[src/rtl/uart_pkg.sv]
// uart_pkg: shared UART constants, receiver FSM state type and parity helper
package uart_pkg;
  localparam int PAR_NONE = 0;
  localparam int PAR_ODD = 1;
  localparam int PAR_EVEN = 2;
  localparam int CLKS_PER_BIT_115200 = 87;
  typedef enum logic [2:0] {S_IDLE, S_START, S_DATA, S_PAR, S_STOP} state_t;
  function automatic logic parity_bad(input logic data_xor, input logic sample, input int mode);
    return (data_xor ^ sample) != (mode == PAR_ODD);
  endfunction
endpackage

[src/rtl/sync_fifo.sv]
// sync_fifo: first-word fall-through FIFO with occupancy count, shared by the UART RX and TX paths
module sync_fifo #(
  parameter int WIDTH = 8,
  parameter int DEPTH = 4
) (
  input  logic                     clk,
  input  logic                     rst,
  input  logic                     i_wr_en,
  input  logic [WIDTH-1:0]         i_wr_data,
  input  logic                     i_rd_en,
  output logic [WIDTH-1:0]         o_rd_data,
  output logic [$clog2(DEPTH):0]   o_count,
  output logic                     o_full,
  output logic                     o_empty
);
  localparam int AW = $clog2(DEPTH);
  logic [WIDTH-1:0] r_mem [DEPTH];
  logic [AW-1:0] r_wptr, r_rptr;
  logic [AW:0] r_count;
  logic w_push, w_pop;
  assign o_empty = r_count == '0;
  assign o_full = r_count == (AW+1)'(DEPTH);
  assign w_pop = i_rd_en & ~o_empty;
  // a write to a full FIFO is accepted only when a pop frees a slot in the same cycle
  assign w_push = i_wr_en & (~o_full | w_pop);
  assign o_rd_data = o_empty ? '0 : r_mem[r_rptr];
  assign o_count = r_count;
  // storage needs no reset: empty gating hides stale entries
  always_ff @(posedge clk) begin
    if (w_push) r_mem[r_wptr] <= i_wr_data;
  end
  // pointers wrap naturally at power-of-two depth; count tracks push minus pop
  always_ff @(posedge clk) begin
    if (rst) begin
      r_wptr <= '0;
      r_rptr <= '0;
      r_count <= '0;
    end else begin
      if (w_push) r_wptr <= r_wptr + AW'(1);
      if (w_pop) r_rptr <= r_rptr + AW'(1);
      r_count <= r_count + (AW+1)'(w_push) - (AW+1)'(w_pop);
    end
  end
endmodule

[src/rtl/uart_rx_fifo.sv]
// uart_rx_fifo: mid-bit sampling UART receiver with sticky error flags feeding a receive FIFO
module uart_rx_fifo
  import uart_pkg::*;
#(
  parameter int CLKS_PER_BIT = CLKS_PER_BIT_115200,
  parameter int DATA_BITS = 8,
  parameter int PARITY = PAR_NONE,
  parameter int STOP_BITS = 1,
  parameter int FIFO_DEPTH = 4
) (
  input  logic                          clk,
  input  logic                          reset,
  input  logic                          rxd,
  input  logic                          rd_en,
  output logic [DATA_BITS-1:0]          rd_data,
  output logic                          rd_valid,
  output logic [$clog2(FIFO_DEPTH):0]   count,
  output logic                          frame_err,
  output logic                          parity_err,
  output logic                          overrun,
  input  logic                          err_clr
);
  localparam int CW = $clog2(CLKS_PER_BIT);
  localparam int HALF = CLKS_PER_BIT / 2;
  logic r_s1, r_s2, w_rxs;
  state_t r_state, w_state_n;
  logic [CW-1:0] r_cnt, w_cnt_n;
  logic [2:0] r_bit, w_bit_n;
  logic [DATA_BITS-1:0] r_shift, w_shift_n;
  logic r_pbad, w_pbad_n, r_sbad, w_sbad_n;
  logic w_tick, w_push, w_ferr, w_perr, w_ovr, w_full, w_empty;
  logic r_ferr, r_perr, r_ovr;
  assign w_rxs = r_s2;
  assign w_tick = r_cnt == CW'(CLKS_PER_BIT - 1);
  // two-flop synchronizer idles high so reset never looks like a start edge
  always_ff @(posedge clk) begin
    r_s1 <= reset ? 1'b1 : rxd;
    r_s2 <= reset ? 1'b1 : r_s1;
  end
  // receiver state, bit timing and frame accumulation registers
  always_ff @(posedge clk) begin
    if (reset) begin
      r_state <= S_IDLE;
      r_cnt <= '0;
      r_bit <= '0;
      r_shift <= '0;
      r_pbad <= 1'b0;
      r_sbad <= 1'b0;
    end else begin
      r_state <= w_state_n;
      r_cnt <= w_cnt_n;
      r_bit <= w_bit_n;
      r_shift <= w_shift_n;
      r_pbad <= w_pbad_n;
      r_sbad <= w_sbad_n;
    end
  end
  // next-state logic: start confirmed at half a bit, every later bit sampled one full bit apart
  always_comb begin
    w_state_n = r_state;
    w_cnt_n = r_cnt + CW'(1);
    w_bit_n = r_bit;
    w_shift_n = r_shift;
    w_pbad_n = r_pbad;
    w_sbad_n = r_sbad;
    w_push = 1'b0;
    w_ferr = 1'b0;
    w_perr = 1'b0;
    case (r_state)
      S_IDLE: begin
        w_cnt_n = '0;
        w_bit_n = '0;
        w_pbad_n = 1'b0;
        w_sbad_n = 1'b0;
        w_state_n = w_rxs ? S_IDLE : S_START;
      end
      S_START: begin
        if (r_cnt == CW'(HALF - 1)) begin
          w_cnt_n = '0;
          w_state_n = w_rxs ? S_IDLE : S_DATA;
        end
      end
      S_DATA: begin
        if (w_tick) begin
          w_cnt_n = '0;
          w_shift_n = {w_rxs, r_shift[DATA_BITS-1:1]};
          w_bit_n = r_bit + 3'd1;
          if (r_bit == 3'(DATA_BITS - 1)) begin
            w_bit_n = '0;
            w_state_n = (PARITY != PAR_NONE) ? S_PAR : S_STOP;
          end
        end
      end
      S_PAR: begin
        if (w_tick) begin
          w_cnt_n = '0;
          w_pbad_n = parity_bad(^r_shift, w_rxs, PARITY);
          w_perr = w_pbad_n;
          w_state_n = S_STOP;
        end
      end
      S_STOP: begin
        if (w_tick) begin
          w_cnt_n = '0;
          w_ferr = ~w_rxs;
          w_sbad_n = r_sbad | ~w_rxs;
          w_bit_n = r_bit + 3'd1;
          if (r_bit == 3'(STOP_BITS - 1)) begin
            w_push = ~w_sbad_n & ~r_pbad;
            w_state_n = S_IDLE;
          end
        end
      end
      default: w_state_n = S_IDLE;
    endcase
  end
  // a full FIFO drops the word unless the reader pops in the same cycle
  assign w_ovr = w_push & w_full & ~rd_en;
  // sticky flags: a new error outranks a simultaneous clear
  always_ff @(posedge clk) begin
    if (reset) begin
      r_ferr <= 1'b0;
      r_perr <= 1'b0;
      r_ovr <= 1'b0;
    end else begin
      r_ferr <= w_ferr | (r_ferr & ~err_clr);
      r_perr <= w_perr | (r_perr & ~err_clr);
      r_ovr <= w_ovr | (r_ovr & ~err_clr);
    end
  end
  sync_fifo #(.WIDTH(DATA_BITS), .DEPTH(FIFO_DEPTH)) u_fifo (
    .clk(clk),
    .rst(reset),
    .i_wr_en(w_push),
    .i_wr_data(w_shift_n),
    .i_rd_en(rd_en),
    .o_rd_data(rd_data),
    .o_count(count),
    .o_full(w_full),
    .o_empty(w_empty)
  );
  assign rd_valid = ~w_empty;
  assign frame_err = r_ferr;
  assign parity_err = r_perr;
  assign overrun = r_ovr;
endmodule

[config.mk]
export PLATFORM = sky130hd
export DESIGN_NAME = uart_rx_fifo
export DESIGN_NICKNAME = d
export VERILOG_FILES = /design/src/rtl/uart_pkg.sv /design/src/rtl/sync_fifo.sv /design/src/rtl/uart_rx_fifo.sv
export SDC_FILE = /design/constraint.sdc
export NUM_CORES = 1
export LEC_CHECK = 0
export CAP_MARGIN = 20
export CORE_MARGIN = 1
export CORE_UTILIZATION = 50
export DETAILED_ROUTE_END_ITERATION = 12
export GPL_TIMING_DRIVEN = 0
export PLACE_DENSITY = 0.69
export SYNTH_ARGS = -nofsm -noshare
export SYNTH_HDL_FRONTEND = slang
export SYNTH_SLANG_ARGS = --single-unit
export TNS_END_PERCENT = 20
[constraint.sdc]
create_clock -name clk -period 5.6 [get_ports clk]
set_input_delay 1.12 -clock clk [delete_from_list [all_inputs] [get_ports clk]]
set_output_delay 1.12 -clock clk [all_outputs]
set_load 0.01 [all_outputs]
After elaboration in Yosys (flattened, before gate mapping)
Memory sizes are Yosys's and may differ from the RTL's. A register that Yosys moved wholly into a read port is not among the register bits. Index checks and enable logic that the tools add are counted.

Memory bits (read-only): 0. RAM bits: 32. Memories: 1. Bits in latches: 0. Register bits after elaboration: 35.

Memories: u_fifo.r_mem (depth 4, width 8, read ports 1, clocked after memory_dff 1, wr ports 1, RTL line sync_fifo.sv:17) `logic [WIDTH-1:0] r_mem [DEPTH];`.

Shift operators: 0. Reduce and logical (&&, ||, !) cells: 12. $mul: 0. Equal/unequal tests: 14. Muxes and demuxes: 34. Order comparisons: 0. Divide/modulo/power cells: 0. Add/subtract/negate cells: 6. Bitwise operators: 21.

Operator list (number): two-way mux 3 bit (9); two-way mux 8 bit (3); one-hot mux 7 bit (3 select lines) (1); one-hot mux 3 bit (5 select lines) (1); two-way mux 7 bit (2); two-way mux 1 bit (12); != test 2 bit (second input constant) (6); == test 3 bit (second input constant) (3); zero test 3 bit (3); one-hot mux 3 bit (3 select lines) (1); AND 1 bit (8); parity 8 bit (1); adder 7 x 1 -> 7 bit (second input constant) (1); == test 7 x 6 -> 1 bit (second input constant) (1); == test 7 bit (second input constant) (1); NOT 1 bit (7); == test 3 x 2 -> 1 bit (second input constant) (2); two-way mux 2 bit (3); AND reduction 6 bit (1); bitwise OR 1 bit (5); adder 2 x 1 -> 2 bit (second input constant) (2); one-hot mux 1 bit (2 select lines) (2); AND reduction 2 bit (2); nonzero test 2 bit (2); 8 further kinds (8).

Longest topological paths before layout
Depth in word-level cells: 10. Mapped depth: 10. Depth with buffers taken out: 10.

Modules after synthesis
A second synthesis with hierarchy kept.

Cells, all modules: 256. Area total of the unflattened synthesis: 3183.1 µm².

Modules (own cells, without submodules): sync_fifo (times used 1, cells an instance 102, area an instance 1700.4 µm², seq. area each 1141.1 µm²); uart_rx_fifo (times used 1, cells an instance 154, area an instance 1482.7 µm², seq. area each 560.5 µm²).

Worst setup path before layout
OpenSTA, ideal clock, no wires.

Kind: input -> register. Start point: input port rd_en. End point: register u_fifo.r_count[2], in the netlist u_fifo.o_count[2]. Data arrival time: 2.600 ns. Stages on the path: 7. Path slack: 2.873 ns. Path buffers: 0. Required time: 5.472 ns. Path through: nor4b_1 > nor3_2 > ha_1 > fa_1 > xnor2_1 > xnor2_1 > nor2_1.

Cells in the longest elaborated chain, start to end: 5.

RTL lines: start: declaration (RTL line uart_rx_fifo.sv:14) `input logic rd_en,`; AND 1 bit * (RTL line sync_fifo.sv:23) `assign w_pop = i_rd_en & ~o_empty;`; bitwise OR 1 bit (RTL line sync_fifo.sv:25) `assign w_push = i_wr_en & (~o_full | w_pop);`; AND 1 bit (RTL line sync_fifo.sv:25); adder 3 x 1 -> 3 bit (RTL line sync_fifo.sv:41) `r_count <= r_count + (AW+1)'(w_push) - (AW+1)'(w_pop);`; subtractor 3 x 1 -> 3 bit * (RTL line sync_fifo.sv:41); end signal: assignment (RTL line sync_fifo.sv:41); end: declaration (RTL line sync_fifo.sv:19) `logic [AW:0] r_count;`.

Every way passes the cells marked *; elsewhere a longest branch is shown, timed or not. A chain may end at the register's enable or synchronous reset.

==> key figures <==
Routing
  – Final ANT Viol Nets: 0
  – Final Routed Wirelength: 4.94 mm
  – Post-route DRC violation count: 0
  – Drt pass-1 iters: 4
  – First-iteration detailed-routing DRC count: 96
  – DR WL/cell: 14.1 um
  – Post-DR vias/cell: roughly 5.2
  – Routed vias: around 1800

Synth
  – Register bit total from synthesis: 69
  – Post-Synth Adder-Cell Area: 5.87%
  – Cells after synthesis: between 200 and 250
  – Synth top area cells: edfxtp_1 32%, dfxtp_1 24%, mux4_2 6.0%
  – Yosys warns: 0
  – Cell variety after synth: 44
  – Mapped Area: between 3000 and 4000 um2
  – Post-synth EDFFs: 32
  – Mux share of post-synthesis cell area: 9.63%
  – Seq/Total Area, Yosys: a little under three fifths
  – XOR/XNOR share of the synthesized area: 5.37%
  – Top_reg_cell synth: dfxtp_1
  – Post-synthesis simple-gate area fraction: roughly 16%
  – Synth area leader: edfxtp_1
  – Compound-cell area share of the yosys netlist: under 10%
  – Share of the synthesized area in the top cell type: a little under a third
  – Post-synth ARST share: 0%
  – Largest family of logic cells by synthesized area: simple AND/OR/NAND/NOR gates
  – Syn Area/Cell: ~12 um2
  – Net Count, Synth: 261

Setup path
  – Kind of critical path: register to output port
  – Worst setup EP type: output port
  – Crit-path slowest cell: mux4_2
  – WP data required: between 4 and 5 ns
  – Largest delay share family, worst path: buffers and inverters
  – CP bufs+invs: 2
  – Crit-path max FO: 8
  – CP arrival: between 2 and 2.5 ns
  – Reg2reg start: u_fifo.o_count[2]
  – CP startpoint kind: register
  – Crit-path cells: buf_2 > mux4_2 > and2_1 > clkdlybuf4s50_1
  – Delay of the slowest critical-path stage: 0.54 ns

GRT
  – GRT overflow: 0
  – Vias in the first global route: 1822
  – Largest net degree at the start of global routing: 14
  – First-pass GRT wire length: around 8.4 mm
  – Tot GR Track Use: between 10% and 20%
  – Initial antenna violation count: 0

Clocking
  – CTS Root Cell: clkbuf_8
  – CTS Buf Count: 9
  – Resize count post-CTS: 0
  – CTS clock-pin slew for the worst setup and hold paths: around 0.08 ns
  – Clock Path Buffers: 2
  – H-tree depth: 3
  – CTS sink cnt: just under 70
  – TritonCTS clock tree: yes
  – Number of setup buffers added after CTS: 0
  – Worst-Skew Late Latency: about 0.34 ns
  – Hold buffers post-CTS: 0

Timing
  – Final Hold Viols: 0
  – Worst Clk Skew: about 0.0051 ns
  – Fin crit share: 57.9%
  – Slew Limit Fails: 0
  – Fin crit period: 3.24 ns
  – Worst-margin pin slew: around 0.53 ns
  – Fmax: 309 MHz
  – # setup viols final: 0
  – RSZ-0062 raised after global routing: false
  – Slew headroom: around two thirds
  – Fin Setup TNS: 0 ns

Floorplanning
  – Initial Util: 53.3%
  – Die ar.: around 6400 um2
  – Core Region: around 5700 um2
  – Die width: approximately 80 um
  – Die height: 79.8 um
  – Row count: 27
  – IO Count: 20

Placement
  – RD Place Congestion: just under 0.8
  – I/O Buffers: 19
  – HPWL after DPL: 3.41 mm

Finish
  – Fillers: 484
  – Nets: between 200 and 300
  – Ant. Diodes: 0
  – Most common cell after layout, fill and taps aside: dfxtp_1
  – Commonest non-fill, non-tap cells in the layout: 37 x dfxtp_1, 32 x edfxtp_1, 26 x nor2_1
  – Area grow syn2layout: 15.8%
  – Share of cells above drive strength 1: 15.4%

Power
  – Final Power: between 0.0009 and 0.001 W
  – Leakage: between 1 and 1.5 nW
  – VDD IR max: 0.000158 V
  – P per Cell Area: between 200 and 300 nW/um2

Worst hold path
  – Worst Hold Class: register to register
  – HP Start: r_s1

Status
  – Outcome: finished clean

Run
  – Max Cap Viol: 0
==> routing by layer <==
metal	GRT usage (%)	share of wire [%]
met5	0	0
met2	30.3	48
met4	9.64	2.1
met3	3.43	3.3
met1	22.1	47
==> report_power, final <==
group | switching, W | internal (W) | total, W
Sequential | 0.00000148 | 0.000523 | 0.000525
Clock | 0.000195 | 0.000207 | 0.000402
Combinational | 0.00000851 | 0.00000668 | 0.0000152
==> worst paths after layout <==
path	end	slack [ns]	cells after the start
setup reg to reg	u_fifo.o_count[2]	3.04	10
setup / recovery	rd_data[7]	2.36	4
hold reg to reg	r_s2	0.41	1
hold / removal	r_s2	0.41	1
==> logic make-up (layout without fill, tap and decap cells) <==
group | Yosys count | after routing
compound gates | 19 | 19
fa+ha+maj | 14 | 14
mux | 18 | 18
simple gates | 82 | 82
buf+inv | 25 | 60
flops | 69 | 69
xor+xnor | 17 | 17
==> flip-flops by register name, summed over array words and instances (netlist names), named ones only <==
| register | cells |
|---|---|
| parity_err | 1 |
| r_s2 | 1 |
| u_fifo.r_mem | 32 |
| r_bit | 3 |
| overrun | 1 |
| u_fifo.o_count | 3 |
| u_fifo.r_wptr | 2 |
| r_s1 | 1 |
| r_state | 3 |
| r_pbad | 1 |
| u_fifo.r_rptr | 2 |
| frame_err | 1 |
| r_sbad | 1 |
| r_shift | 8 |
| r_cnt | 7 |
==> through the flow <==
step                      hold WS [ns]  instance area [um2]  std cells  setup slack [ns]  util (%)
final                            0.412                 3500        351              2.36      61.8
after global routing             0.420                 3500        351              2.23      61.8
after CTS                        0.412                 3500        351              2.30      61.8
after detailed placement         0.395                 3310        335              2.24      58.3
after global placement           0.395                 3310        335              2.25      58.3
after floorplan                  0.389                 3030        244              2.87         -
==> Yosys cell counts (all sizes together) (3+ instances only) <==
master   n
nand2    8
nor3     7
and2    21
clkbuf   7
edfxtp  32
mux2     9
nor2    26
inv     15
a21oi    7
xor2     4
xnor2   12
nand3    3
buf      3
dfxtp   37
nor2b    5
mux4     8
ha      11
==> layout make-up <==
cell class / count / area (um2) / share of cell area, %
sequential: 69 / 1700 / 48.6
multi-input combinational: 150 / 1230 / 35.1
timing repair buffer: 19 / 190 / 5.43
clock buffer: 9 / 124 / 3.53
tap: 72 / 90.1 / 2.57
clock inverter: 7 / 73.8 / 2.11
inverter: 15 / 56.3 / 1.61
buffer: 10 / 40.0 / 1.14
Note: power is estimated with default switching activity, not from simulation.
